**src/rtl/rr_arbiter_16_if.sv**
```systemverilog
// Request/grant bundle between the 16 requesters and the round-robin arbiter.
// slave = arbiter side, master = requester side.
interface rr_arbiter_16_if;
  logic [15:0] req;
  logic        release_i;
  logic [15:0] grant;
  logic        grant_valid;
  logic [3:0]  grant_idx;
  logic        timeout;

  modport slave (
    input  req,
    input  release_i,
    output grant,
    output grant_valid,
    output grant_idx,
    output timeout
  );

  modport master (
    output req,
    output release_i,
    input  grant,
    input  grant_valid,
    input  grant_idx,
    input  timeout
  );
endinterface

```
**src/rtl/rr_arbiter_16.sv**
```systemverilog
// 16-port round-robin arbiter: one-cycle request-to-grant latency, grant held until release or HOLD_MAX cycles.
// No backpressure: req is only looked at in IDLE; the holder frees the grant via release_i or the timeout.
module rr_arbiter_16 #(
  parameter int unsigned HOLD_MAX = 255
) (
  input  logic           clk,
  input  logic           rst,
  rr_arbiter_16_if.slave bus
);

  typedef enum logic {
    IDLE = 1'b0,
    HOLD = 1'b1
  } state_t;

  localparam logic [7:0] LAST_CNT = 8'(HOLD_MAX - 1);

  state_t      state_q, state_d;
  logic [3:0]  ptr_q, ptr_d;
  logic [7:0]  hold_cnt_q, hold_cnt_d;
  logic [15:0] grant_q, grant_d;
  logic [3:0]  grant_idx_q, grant_idx_d;
  logic        grant_valid_q, grant_valid_d;
  logic        timeout_q, timeout_d;

  logic [3:0]  winner;
  logic        found;

  // First requester at or above ptr, wrapping 15 -> 0.
  always_comb begin
    winner = 4'd0;
    found  = 1'b0;
    for (int i = 0; i < 16; i++) begin
      if (!found && bus.req[ptr_q + 4'(i)]) begin
        found  = 1'b1;
        winner = ptr_q + 4'(i);
      end
    end
  end

  always_comb begin
    state_d       = state_q;
    ptr_d         = ptr_q;
    hold_cnt_d    = hold_cnt_q;
    grant_d       = grant_q;
    grant_idx_d   = grant_idx_q;
    grant_valid_d = grant_valid_q;
    timeout_d     = 1'b0;

    case (state_q)
      IDLE: begin
        if (found) begin
          state_d       = HOLD;
          hold_cnt_d    = 8'd0;
          grant_d       = 16'h0001 << winner;
          grant_idx_d   = winner;
          grant_valid_d = 1'b1;
        end
      end
      HOLD: begin
        if (bus.release_i || (hold_cnt_q == LAST_CNT)) begin
          // A release on the timeout cycle wins: no timeout pulse.
          state_d       = IDLE;
          ptr_d         = grant_idx_q + 4'd1;
          grant_d       = 16'h0000;
          grant_idx_d   = 4'd0;
          grant_valid_d = 1'b0;
          timeout_d     = !bus.release_i;
        end else begin
          hold_cnt_d = hold_cnt_q + 8'd1;
        end
      end
      default: state_d = IDLE;
    endcase
  end

  always_ff @(posedge clk) begin
    if (rst) begin
      state_q       <= IDLE;
      ptr_q         <= 4'd0;
      hold_cnt_q    <= 8'd0;
      grant_q       <= 16'h0000;
      grant_idx_q   <= 4'd0;
      grant_valid_q <= 1'b0;
      timeout_q     <= 1'b0;
    end else begin
      state_q       <= state_d;
      ptr_q         <= ptr_d;
      hold_cnt_q    <= hold_cnt_d;
      grant_q       <= grant_d;
      grant_idx_q   <= grant_idx_d;
      grant_valid_q <= grant_valid_d;
      timeout_q     <= timeout_d;
    end
  end

  assign bus.grant       = grant_q;
  assign bus.grant_idx   = grant_idx_q;
  assign bus.grant_valid = grant_valid_q;
  assign bus.timeout     = timeout_q;

endmodule

```
**src/flat_wrapper.sv**
```systemverilog
// flat-port wrapper written by rule: the top's interface ports become plain ports
module rr_arbiter_16_flat 
#(
  parameter int unsigned HOLD_MAX = 255
)
  (clk, rst, bus_req, bus_release_i, bus_grant, bus_grant_valid, bus_grant_idx, bus_timeout);
  rr_arbiter_16_if bus_i ();
  input  logic clk;
  input  logic rst;
  input wire logic [$bits(bus_i.req)-1:0] bus_req;
  input wire logic [$bits(bus_i.release_i)-1:0] bus_release_i;
  output wire logic [$bits(bus_i.grant)-1:0] bus_grant;
  output wire logic [$bits(bus_i.grant_valid)-1:0] bus_grant_valid;
  output wire logic [$bits(bus_i.grant_idx)-1:0] bus_grant_idx;
  output wire logic [$bits(bus_i.timeout)-1:0] bus_timeout;
  assign bus_i.req = bus_req;
  assign bus_i.release_i = bus_release_i;
  assign bus_grant = bus_i.grant;
  assign bus_grant_valid = bus_i.grant_valid;
  assign bus_grant_idx = bus_i.grant_idx;
  assign bus_timeout = bus_i.timeout;
  rr_arbiter_16 #(.HOLD_MAX(HOLD_MAX)) u_core (.clk(clk), .rst(rst), .bus(bus_i));
endmodule
```
**config.mk**
```make
export PLATFORM = sky130hd
export DESIGN_NAME = rr_arbiter_16_flat
export DESIGN_NICKNAME = d
export VERILOG_FILES = /design/src/rtl/rr_arbiter_16_if.sv /design/src/rtl/rr_arbiter_16.sv /design/src/flat_wrapper.sv
export SDC_FILE = /design/constraint.sdc
export NUM_CORES = 1
export LEC_CHECK = 0
export CAP_MARGIN = 15
export CORE_ASPECT_RATIO = 0.6
export CORE_UTILIZATION = 45
export CTS_BUF_LIST = sky130_fd_sc_hd__clkbuf_4
export CTS_CLUSTER_SIZE = 40
export DETAILED_ROUTE_END_ITERATION = 8
export GPL_ROUTABILITY_DRIVEN = 0
export GPL_TIMING_DRIVEN = 0
export PLACE_DENSITY = 0.62
export REMOVE_ABC_BUFFERS = 1
export SLEW_MARGIN = 25
export SYNTH_ARGS = -nofsm -noshare
export SYNTH_HDL_FRONTEND = slang
export SYNTH_SLANG_ARGS = --single-unit
```
**constraint.sdc**
```tcl
create_clock -name clk -period 6.7 [get_ports clk]
set_input_delay 1.675 -clock clk [delete_from_list [all_inputs] [get_ports clk]]
set_output_delay 1.675 -clock clk [all_outputs]
set_load 0.02 [all_outputs]
```
# Word-level counts from Yosys, hierarchy flattened
# Index checks and enable logic that the tools add are counted.
dict set report word_totals {
  reg_bits 35
}
dict set report classes {
  add_sub_neg 17
  magnitude_cmp 16
  n_eq_ne 4
  shifts 1
  n_mux 79
  bitwise_logic 2
  n_reduce_logical 36
}
# op count
set op_table {}
lappend op_table {{4-bit by 5-bit < comparator with 1-bit output, second input constant} 16}
lappend op_table {{4-bit two-way mux} 18}
lappend op_table {{1-bit binary-select mux with 4-bit select} 16}
lappend op_table {{1-bit two-way mux} 36}
lappend op_table {{4-bit adder, second input constant} 8}
lappend op_table {{16-bit two-way mux} 2}
lappend op_table {{16-bit one-hot mux with 2 select lines} 1}
lappend op_table {{4-bit by 3-bit adder with 4-bit output, second input constant} 4}
lappend op_table {{1-bit zero test} 16}
lappend op_table {{8-bit two-way mux} 2}
lappend op_table {{8-bit one-hot mux with 2 select lines} 1}
lappend op_table {{1-bit by 4-bit << shifter with 16-bit output, first input constant} 1}
lappend op_table {{1-bit logical AND} 15}
lappend op_table {{4-bit by 1-bit adder with 4-bit output, second input constant} 2}
lappend op_table {{4-bit by 2-bit adder with 4-bit output, second input constant} 2}
lappend op_table {{8-bit by 1-bit adder with 8-bit output, second input constant} 1}
lappend op_table {{8-bit equality test, second input constant} 1}
lappend op_table {{4-bit one-hot mux with 2 select lines} 1}
lappend op_table {{2-bit AND reduction} 3}
lappend op_table {{2-bit inequality test, second input constant} 2}
lappend op_table {{1-bit one-hot mux with 2 select lines} 2}
lappend op_table {{3-bit OR reduction} 1}
lappend op_table {{2-bit by 1-bit inequality test with 1-bit output, second input constant} 1}
lappend op_table {{1-bit NOT} 2}
lappend op_table {{1-bit logical OR} 1}

# Longest topological paths before layout
# Gate-level depths: netlist of run 1.
dict set report depth {
  word_depth 51
  ltp_mapped 18
  mapped_depth_nobuf 12
}

# Worst setup path after synthesis of run 1
# Ideal clock, no wire load.
dict set report synth_path {
  path_type {input to register}
  startpoint {input bus_req[4]}
  endpoint {register u_core.hold_cnt_q[5]}
  t_arrival_ps 4379
  slack_ps 2201
  path_stages 11
  n_path_buf 1
  cell_sequence {mux4_2 -> mux2i_2 -> mux2i_2 -> or4_4 -> nor4_4 -> a41oi_2 -> buf_2 -> o2111ai_4 -> nor2_1 -> xnor2_1 -> nor2_1}
}
dict set report synth_via {
  elab_chain_len 50
  word_cells_on_any_way 80
  cone_classes {eq/ne (1); mux (48); reduce/logical (31)}
}
# element line_no
set synth_rtl {}
lappend synth_rtl {{from (decl)} flat_wrapper.sv:10} ;# input wire logic [$bits(bus_i.req)-1:0] bus_req;
lappend synth_rtl {{1-bit binary-select mux with 4-bit select} rr_arbiter_16.sv:34} ;# if (!found && bus.req[ptr_q + 4'(i)]) begin
lappend synth_rtl {{1-bit two-way mux (not written as such)} rr_arbiter_16.sv:34}
lappend synth_rtl {{1-bit two-way mux} rr_arbiter_16.sv:34}
lappend synth_rtl {{1-bit zero test} rr_arbiter_16.sv:34}
lappend synth_rtl {{1-bit logical AND} rr_arbiter_16.sv:34}
lappend synth_rtl {{1-bit two-way mux} rr_arbiter_16.sv:34}
lappend synth_rtl {{1-bit zero test} rr_arbiter_16.sv:34}
lappend synth_rtl {{1-bit logical AND} rr_arbiter_16.sv:34}
lappend synth_rtl {{[34 not listed]} --}
lappend synth_rtl {{1-bit zero test} rr_arbiter_16.sv:34}
lappend synth_rtl {{1-bit logical AND} rr_arbiter_16.sv:34}
lappend synth_rtl {{1-bit two-way mux} rr_arbiter_16.sv:34}
lappend synth_rtl {{1-bit zero test} rr_arbiter_16.sv:34}
lappend synth_rtl {{1-bit logical AND} rr_arbiter_16.sv:34}
lappend synth_rtl {{1-bit two-way mux *} rr_arbiter_16.sv:34}
lappend synth_rtl {{2-bit by 1-bit inequality test with 1-bit output (no line) *} --}
lappend synth_rtl {{2-bit AND reduction (no line) *} --}
lappend synth_rtl {{to (signal assigned)} rr_arbiter_16.sv:89} ;# hold_cnt_q <= hold_cnt_d;
lappend synth_rtl {{to (decl)} rr_arbiter_16.sv:20} ;# logic [7:0] hold_cnt_q, hold_cnt_d;
# Every way passes the cells marked *; elsewhere a longest branch is shown, timed or not. The select of a mux whose other input is x is not followed.
# A chain may end at the register's enable or synchronous reset.

# Worst setup path in the final report of run 1
dict set report layout_path {
  startpoint {register u_core.ptr_q[0]}
  endpoint {register u_core.grant_q[12], in the netlist u_core.bus.grant[12]}
}
dict set report layout_via {
  elab_chain_len 51
  word_cells_on_any_way 114
  cone_classes {add/sub (15); eq/ne (1); shift (1); mux (66); reduce/logical (31)}
}
# element line_no
set layout_rtl {}
lappend layout_rtl {{from (decl)} rr_arbiter_16.sv:19} ;# logic [3:0] ptr_q, ptr_d;
lappend layout_rtl {{from (signal assigned)} rr_arbiter_16.sv:88} ;# ptr_q <= ptr_d;
lappend layout_rtl {{branches (longest 51 deep; another with 4-bit by 1-bit adder with 4-bit output)} --}
lappend layout_rtl {{to (signal assigned)} rr_arbiter_16.sv:90} ;# grant_q <= grant_d;
lappend layout_rtl {{to (decl)} rr_arbiter_16.sv:21} ;# logic [15:0] grant_q, grant_d;
# Parallel ways; which one is timed is not known. The select of a mux whose other input is x is not followed.

==> results of run 1 <==
-- report_power, final --
group,total [mW],switching (mW),internal (mW)
combinational,0.597,0.365,0.232
clock,0.126,0.0766,0.0490
sequential,0.248,0.0241,0.224
total,0.971,0.465,0.505
-- final timing paths --
path / endpoint / from
worst max-delay path: u_core.bus.grant[12] / u_core.ptr_q[0]
worst min register to register: u_core.bus.grant[5] / u_core.bus.grant[5]
worst max register to register: u_core.bus.grant[12] / u_core.ptr_q[0]
worst min-delay path: u_core.bus.grant[5] / u_core.bus.grant[5]
-- metrics by stage --
step                hold slack, ps  setup slack (ps)  instance area [µm²]  std cells
floorplan                      477              1680                 3950        435
global placement               463               220                 4490        587
detailed placement             464               711                 4510        588
CTS                            495               827                 4570        596
global route                   508               360                 4570        596
finish                         492               766                 4570        596
-- kinds of logic after synthesis --
group / share of synthesized area
AND/OR/NAND/NOR: 0.198
AO/OA/AOI/OAI: 0.226
multiplexers: 0.286
buffers and inverters: 0.0419
flip-flops: 0.172
XOR/XNOR: 0.0422
adder cells (fa/ha/maj): 0.0339
-- registers in the layout, summed over array words and instances, names as in the netlist --
signal                  cells
u_core.ptr_q                4
u_core.bus.grant           16
u_core.bus.grant_valid      1
u_core.bus.timeout          1
u_core.hold_cnt_q           8
u_core.bus.grant_idx        4
u_core.state_q              1
-- layout by cell type (no fill, tap or decap), drive strengths merged, types with 8 or more instances in the layout --
| cell type | instances |
|---|---|
| mux2 | 16 |
| clkdlybuf4s50 | 40 |
| nor2 | 44 |
| xor2 | 9 |
| o21ai | 13 |
| ha | 11 |
| xnor2 | 8 |
| a22o | 17 |
| nand2 | 32 |
| mux4 | 25 |
| nand3 | 26 |
| nor3 | 13 |
| a21oi | 22 |
| dfxtp | 35 |
| inv | 14 |
| mux2i | 41 |
-- area by class of cell --
type	instances	area [µm²]
well taps	112	140
flip-flops and latches	35	704
clock inverters	1	5.00
multi-input cells	386	3190
fillers	798	4050
inverters	14	52.6
clock buffers	7	52.6
repair buffers	41	420
-- per-layer routing --
layer,global-route usage,up-vias
met5,0,-
met4,0.0174,0
met3,0.122,4
met2,0.347,212
met1,0.431,1946
li1,-,1846
==> results_dict.tcl, run 1 <==
set metrics [dict create \
    synth_area_leaders "dfxtp_1 (17%), mux4_2 (14%), mux2i_1 (9.6%)" \
    max-cap-violations 0 \
    drv_slew 0 \
    grtUsageTotal 0.277 \
    fin_crit_ps 5930 \
    yosysMostFrequentCell "nor2_1" \
    ys_ff_latch 35 \
    cp.required_ps 6990 \
    tightest_slew_ps 897 \
    pin_count 41 \
    wire_per_inst_um 21.6 \
    io_buffer_count 40 \
    clk_latency_ps 350 \
    cts_buffers 5 \
    via_count 4008 \
    clock_sinks 35 \
    grt_pass1_wl_um 20000 \
    rr_worst_depth 10 \
    rsz0062_at_grt "no" \
    core_area_um2 8620 \
    r2r_setup_slack_ps 770 \
    end_kind "register" \
    area_growth_pct 12.4 \
    fin_nets 513 \
    route.detailed.drc 0 \
    hold_class "reg -> reg" \
    htreeDepth 2 \
    crit_fanout 30 \
    critPathMostFrequentCell "mux2i_1" \
    ys_seq_area_frac 0.172 \
    synth_cell_types 79 \
    synth_top_area_frac 0.172 \
    die-area_um2 9430 \
    syn_avg_cell_area_um2 8.86 \
    cts-root-buf "clkbuf_4" \
    drive_gt1_frac 0.159 \
    finClkSkew_ps 6.47 \
    hold_depth 1 \
    cts_tree "done" \
    ys_top_cells_by_count "nor2_1 (44), mux2i_1 (39), dfxtp_1 (35)" \
    fin_tns_setup_ps 0 \
    dpl.hpwl_um 10000 \
    critPathSlowestCell "ha_1" \
    crit_family "multiplexers" \
    finalCritPeriodShare 0.886 \
    wl_met2_um 4730 \
    finalPower_mw 0.971 \
    die_width_um 125 \
    synth_area_um2 4070 \
    grt_pass1_vias 3482 \
    irDropWorstVdd_v 0.0000789 \
    antenna_found_initial 0 \
    cts_resized 0 \
    synth_edf_count 0 \
    p_leak_nw 1.60 \
    status "finished, final reports clean" \
    synth_cells 459 \
    fin_util 0.530 \
    dr.pass1.iters 5 \
    start_util 0.472 \
    avgViaCountPerCell 6.72 \
    clockBufferDepth 2 \
    max_freq_mhz 169 \
    dr.max_layer_used "met4" \
    clkTransAtPathRegs_ps 110 \
    cpPeakStageDelay_ps 1000 \
    wl_met3_um 1790 \
    grt_max_degree 31 \
    setup_violations 0 \
    start_kind "register" \
    arrival_ps 6230 \
    p_per_area_nw_per_um2 212 \
    async_flop_share 0 \
    holdBufCountCts 0 \
    antenna_cells 0 \
    worst-path-buf-inv 1 \
    post_cts_buffers 0 \
    slew_headroom 0.401 \
    worst-path-stages 10 \
    grt-ovfl-total 0 \
    drt-met1-wl_um 6350 \
    rows 26 \
    synthFlopType "dfxtp_1" \
    finalHoldViolCount 0 \
    ant_nets 0 \
    wirelength_um 12900 \
    first_iter_violations 509 \
    synth_top_area_cell "dfxtp_1" \
    path_cells "inv_2 > ha_1 > mux2i_1 > mux2i_1 > mux4_2 > or2_2 > nor4_4 > a41oi_2 > nor3_4 > a22o_1" \
    yosysWarnings 0 \
    crit_type "reg -> reg" \
    die_h_um 75.6 \
]
Note: power is estimated with default switching activity, not from simulation.
==> run 2, diff against run 1 <==
HOLD_SLACK_MARGIN = 0.06   (was unset)
==> results of run 2 <==
No change in the layout: final DEF, timing and power equal those of run 1.
